==> src/rtl/alu_arb_pkg.sv <==
// alu_arb_pkg: shared opcodes, stats width, FSM encoding and response record for alu_arbiter
package alu_arb_pkg;

    localparam logic [4:0] OP_ADD = 5'b00000;
    localparam logic [4:0] OP_SUB = 5'b00001;
    localparam logic [4:0] OP_AND = 5'b00010;
    localparam logic [4:0] OP_OR  = 5'b00011;
    localparam logic [4:0] OP_SLL = 5'b00100;
    localparam logic [4:0] OP_SRA = 5'b00101;

    localparam int STAT_W = 16;

    localparam logic [0:0] ST_EMPTY = 1'b0;
    localparam logic [0:0] ST_FULL  = 1'b1;

    typedef struct packed {
        logic        id;
        logic [31:0] result;
        logic        ne;
        logic        lt;
        logic        ovf;
    } resp_t;

endpackage

==> src/rtl/alu_arbiter_rr_grant2.sv <==
// rr_grant2: two-way round-robin grant, gated by response-slot availability
module rr_grant2 (
    input  logic valid0,
    input  logic valid1,
    input  logic last_grant,
    input  logic slot_free,
    output logic grant_valid,
    output logic grant_id
);

    // on a tie the requester that did not win last time goes next
    always_comb begin
        grant_valid = slot_free && (valid0 || valid1);
        grant_id    = (valid0 && valid1) ? ~last_grant : valid1;
    end

endmodule

==> src/rtl/alu_arbiter.sv <==
// alu_arbiter: round-robin sharing of the ALU between execute (0) and multdiv (1); optional grant stats via ALU_ARB_STATS_EN
module alu_arbiter
    import alu_arb_pkg::*;
(
    input  logic              clock,
    input  logic              reset,
    input  logic              req0_valid,
    output logic              req0_ready,
    input  logic [31:0]       req0_operandA,
    input  logic [31:0]       req0_operandB,
    input  logic [4:0]        req0_opcode,
    input  logic [4:0]        req0_shamt,
    input  logic              req1_valid,
    output logic              req1_ready,
    input  logic [31:0]       req1_operandA,
    input  logic [31:0]       req1_operandB,
    input  logic [4:0]        req1_opcode,
    input  logic [4:0]        req1_shamt,
    output logic [31:0]       alu_operandA,
    output logic [31:0]       alu_operandB,
    output logic [4:0]        alu_opcode,
    output logic [4:0]        alu_shamt,
    input  logic [31:0]       alu_result,
    input  logic              alu_isNotEqual,
    input  logic              alu_isLessThan,
    input  logic              alu_overflow,
    output logic              resp_valid,
    input  logic              resp_ready,
    output logic              resp_id,
    output logic [31:0]       resp_result,
    output logic              resp_isNotEqual,
    output logic              resp_isLessThan,
    output logic              resp_overflow,
    output logic [STAT_W-1:0] stat_grants0,
    output logic [STAT_W-1:0] stat_grants1
);

    logic [0:0] state_q, state_d;
    resp_t      resp_q, resp_d;
    logic       last_q, last_d;
    logic       slot_free, grant_valid, grant_id;

    rr_grant2 u_grant (
        .valid0      (req0_valid),
        .valid1      (req1_valid),
        .last_grant  (last_q),
        .slot_free   (slot_free),
        .grant_valid (grant_valid),
        .grant_id    (grant_id)
    );

    // handshake, ALU operand steering and response outputs
    always_comb begin
        resp_valid      = (state_q == ST_FULL);
        slot_free       = !resp_valid || resp_ready;
        req0_ready      = grant_valid && !grant_id;
        req1_ready      = grant_valid && grant_id;
        alu_operandA    = grant_valid ? (grant_id ? req1_operandA : req0_operandA) : 32'd0;
        alu_operandB    = grant_valid ? (grant_id ? req1_operandB : req0_operandB) : 32'd0;
        alu_opcode      = grant_valid ? (grant_id ? req1_opcode : req0_opcode) : OP_ADD;
        alu_shamt       = grant_valid ? (grant_id ? req1_shamt : req0_shamt) : 5'd0;
        resp_id         = resp_q.id;
        resp_result     = resp_q.result;
        resp_isNotEqual = resp_q.ne;
        resp_isLessThan = resp_q.lt;
        resp_overflow   = resp_q.ovf;
    end

    // EMPTY/FULL slot: a grant loads the slot, a drained slot with no grant empties
    always_comb begin
        state_d = state_q;
        resp_d  = resp_q;
        last_d  = last_q;
        if (grant_valid) begin
            state_d = ST_FULL;
            resp_d  = '{id: grant_id, result: alu_result, ne: alu_isNotEqual,
                        lt: alu_isLessThan, ovf: alu_overflow};
            last_d  = grant_id;
        end else if (resp_ready) begin
            state_d = ST_EMPTY;
        end
    end

    // state registers; last_grant resets to 1 so requester 0 wins the first tie
    always_ff @(posedge clock) begin
        if (reset) begin
            state_q <= ST_EMPTY;
            resp_q  <= '0;
            last_q  <= 1'b1;
        end else begin
            state_q <= state_d;
            resp_q  <= resp_d;
            last_q  <= last_d;
        end
    end

`ifdef ALU_ARB_STATS_EN
    logic [STAT_W-1:0] cnt0_q, cnt0_d, cnt1_q, cnt1_d;

    // saturating per-requester grant counters
    always_comb begin
        cnt0_d = (req0_ready && cnt0_q != '1) ? cnt0_q + STAT_W'(1) : cnt0_q;
        cnt1_d = (req1_ready && cnt1_q != '1) ? cnt1_q + STAT_W'(1) : cnt1_q;
    end

    // counter registers
    always_ff @(posedge clock) begin
        if (reset) begin
            cnt0_q <= '0;
            cnt1_q <= '0;
        end else begin
            cnt0_q <= cnt0_d;
            cnt1_q <= cnt1_d;
        end
    end

    assign stat_grants0 = cnt0_q;
    assign stat_grants1 = cnt1_q;
`else
    assign stat_grants0 = '0;
    assign stat_grants1 = '0;
`endif

endmodule
==> config.mk <==
export PLATFORM = sky130hd
export DESIGN_NAME = alu_arbiter
export DESIGN_NICKNAME = d
export VERILOG_FILES = /design/src/rtl/alu_arb_pkg.sv /design/src/rtl/alu_arbiter_rr_grant2.sv /design/src/rtl/alu_arbiter.sv
export SDC_FILE = /design/constraint.sdc
export NUM_CORES = 1
export LEC_CHECK = 0
export ABC_AREA = 1
export CAP_MARGIN = 20
export CORE_AREA = 4 4 128 130
export DETAILED_ROUTE_END_ITERATION = 7
export DIE_AREA = 0 0 132 134
export GPL_ROUTABILITY_DRIVEN = 0
export SLEW_MARGIN = 20
export SYNTH_ARGS = -nofsm -noshare
export SYNTH_HDL_FRONTEND = slang
export SYNTH_SLANG_ARGS = --single-unit
export TNS_END_PERCENT = 50
==> constraint.sdc <==
create_clock -name clock -period 3.35 [get_ports clock]
set_clock_uncertainty 0.15 [all_clocks]
set_input_delay 0.5025 -clock clock [delete_from_list [all_inputs] [get_ports clock]]
set_output_delay 0.5025 -clock clock [all_outputs]
set_load 0.02 [all_outputs]
==> results by group <==
Outcome
  – Status: complete, no violations

Route
  – Initial DRC Count: 215
  – Mean routed wirelength per cell: 16.4 um
  – Pre-antenna DRT Iters: 4
  – Total detailed-routing wirelength: 15800 um
  – Vias per cell: 4.32
  – Post-route ant nets: 0
  – Number of remaining DRC errors: 0
  – Overall via count from detail_route: 4160

Worst setup path
  – Crit Path Max Fanout: 51
  – Required time of the critical path: 2.70 ns
  – Critical Setup Path Class: in2out
  – Element type at the critical path start: input port
  – Capturing element type of the critical path: output port
  – WP data arrival: 2.47 ns

Floorplan
  – Y dimension of the die: 134 um
  – Core area: 0.0151 mm2
  – IO Pins: 333
  – Effective utilization at floorplan: 19.9%
  – Die Width: 132 um
  – Die footprint: 0.0177 mm2
  – Number of rows in the core area: 45

STA
  – Fraction of the cycle the final worst path needs: 93.2%
  – Maximum frequency from static timing analysis: 320 MHz
  – Max-slew violation count: 0
  – Unrepaired setup endpoints after global routing: no
  – Shortest period the worst path allows: 3.12 ns
  – Final setup violation count: 0
  – Summed negative setup slack over all endpoints: 0 ns
  – Post-route worst setup slack: 0.227 ns
  – Number of hold violations in the final report: 0

Synth
  – Mean instance size in the synthesized netlist: 6.04 um2
  – Area leader, netlist: sky130_fd_sc_hd__dfxtp_1
  – Part of the Yosys area used for sequential elements: 25.2%
  – Cells after synthesis: 500
  – EDFF count, synth: 0
  – Dominant synthesized flop cell: sky130_fd_sc_hd__dfxtp_1
  – Library cell with the highest instance count after synthesis: sky130_fd_sc_hd__nand2_1
  – Yosys warns: 0
  – Most frequent cells after synthesis: sky130_fd_sc_hd__nand2_1 (112), sky130_fd_sc_hd__nor2_1 (77), sky130_fd_sc_hd__a21oi_1 (74), sky130_fd_sc_hd__nand3_1 (74), sky130_fd_sc_hd__buf_4 (41)
  – Synth area leaders: sky130_fd_sc_hd__dfxtp_1 (25%), sky130_fd_sc_hd__nand2_1 (14%), sky130_fd_sc_hd__a21oi_1 (12%), sky130_fd_sc_hd__nand3_1 (12%), sky130_fd_sc_hd__buf_4 (10%)
  – Flop and latch count out of synthesis: 38
  – Synth cell types: 17
  – Fraction of registers with async set/reset: 0%
  – Netlist area before placement: 0.00302 mm2
  – Fraction of synthesized cell area taken by the top area cell type: 25.2%

Global routing
  – Highest-utilization routing layer at the global route stage: met2
  – Global-route wire length before repair: 22900 um
  – Met3 layer usage reported by global route: 5.21%
  – GRT Overall Usage: 16.0%
  – Met2 Resource Use GR: 28.2%
  – Met1 track demand over resource in global routing: 18.9%
  – Grt ovf: 0
  – Initial antenna violation count: 1
  – Number of global-route vias before repair: 3901
  – Largest net degree at the start of global routing: 67

Run
  – Maximum capacitance violations: 0

CTS
  – CTS sink cnt: 38
  – Number of H-tree branching levels: 2
  – TritonCTS clock tree: done
  – Clock latency on the worst-skew pair: 0.27 ns
  – Post-CTS clock slew at the launch and capture registers of the worst setup and hold paths: 0.06 ns
  – Number of buffers added by the clock tree synthesis step: 5
  – Gates resized, CTS repair: 0
  – Buffer type at the clock tree root: sky130_fd_sc_hd__clkbuf_16
  – Number of hold-repair buffers added at the cts stage: 0
  – Number of buffers on the longest clock path: 2
  – Post-CTS setup buffer count: 0

Power and ir drop
  – Worst voltage drop across the vdd grid: 0.340 mV
  – Reported leakage power: 2.59 nW
  – Power Dens Cells: 339 mW/mm2

Cells and area
  – Area occupied by multi-input gates: 0.00188 mm2
  – Area growth from synthesis to final layout: 107%
  – Filler cells: 1560
  – Final layout net count: 962
  – Layout cell share with drive strength beyond 1: 3.87%
  – Flip-flop and latch area: 761 um2

Placed design
  – Port-buffer cells: 300
  – Dpl hpwl: 12200 um
  – Worst setup timing slack at the placement stage: 0.140 ns

Min path
  – Class of the most critical hold timing path: reg2reg
-- power by group --
| part | internal, mW | total, mW | switching, mW |
|---|---|---|---|
| Combinational | 0.502 | 0.989 | 0.487 |
| Sequential | 0.491 | 0.511 | 0.0197 |
| Clock | 0.428 | 0.615 | 0.187 |
| Total | 1.42 | 2.12 | 0.694 |
-- kinds of logic (layout without fill, tap and decap cells) --
kind of cell	count (synthesis)	count (layout)	share of synthesized area, %
AOI/OAI and AO/OA	76	76	12.6
buffers and inverters	84	328	16.7
DFF	38	38	25.2
other	1	33	0.124
and+or+nand+nor	301	301	45.4
-- registers in the layout (all words and copies together), names as in the netlist --
register	flops
resp_isNotEqual	1
resp_isLessThan	1
resp_valid	1
last_q	1
resp_overflow	1
resp_id	1
resp_result	32
-- per-layer routing --
layer  share of wire [%]  wire, um
met1                  40      6230
met5                   0         0
met4                 1.7       268
met2                  50      7870
met3                 8.8      1390
-- worst max-delay path, stage by stage --
cell and delay, ns:
sky130_fd_sc_hd__clkdlybuf4s50_1 0.53, sky130_fd_sc_hd__nand2_2 0.12, sky130_fd_sc_hd__nand2_2 0.10, sky130_fd_sc_hd__buf_12 0.24, sky130_fd_sc_hd__inv_2 0.07, sky130_fd_sc_hd__nor2_1 0.23
sky130_fd_sc_hd__clkdlybuf4s50_1 0.66
-- path summary, 6_finish.rpt --
| check | endpoint | depth (start not counted) | slack, ns | startpoint |
|---|---|---|---|---|
| max reg2reg | resp_id$_SDFFE_PP0P_ | 4 | 1.97 | resp_valid$_SDFFE_PP0P_ |
| min | resp_id$_SDFFE_PP0P_ | 2 | 0.32 | resp_id$_SDFFE_PP0P_ |
| max | req0_ready | 7 | 0.23 | req0_valid |
| min reg2reg | resp_id$_SDFFE_PP0P_ | 2 | 0.32 | resp_id$_SDFFE_PP0P_ |
-- placed cells by master, fill, tap and decap left out, drive strengths merged --
master         netlist  layout
clkdlybuf4s50        0     299
buf                 68      14
inv                  6       6
o21ai                2       2
nand2              114     114
a21oi               74      74
nand3b              35      35
clkbuf               9       5
diode                0       1
conb                 1      32
nor2                78      78
clkinv               1       2
bufinv               0       2
nand3               74      74
dfxtp               38      38
-- through the flow --
stage	util [%]	cell area (um2)	hold WS (ns)	cells	total power, mW
finish	41.2	6240	0.322	964	2.12
global route	41.2	6240	0.346	964	2.23
global placement	39.9	6040	0.310	955	1.51
detailed placement	39.9	6040	0.309	955	1.51
CTS	41.2	6240	0.327	963	2.14
floorplan	-	3140	0.279	531	1.01
-- area by class of cell --
class                   instances  share of cell area [%]
well taps                     188                    3.77
clock buffers                   5                    2.00
clock inverters                 3                    1.10
diodes                          1                  0.0401
flip-flops and latches         38                    12.2
inverters                       7                   0.421
repair buffers                313                    50.4
multi-input cells             409                    30.1
Note: power is estimated with default switching activity, not from simulation.
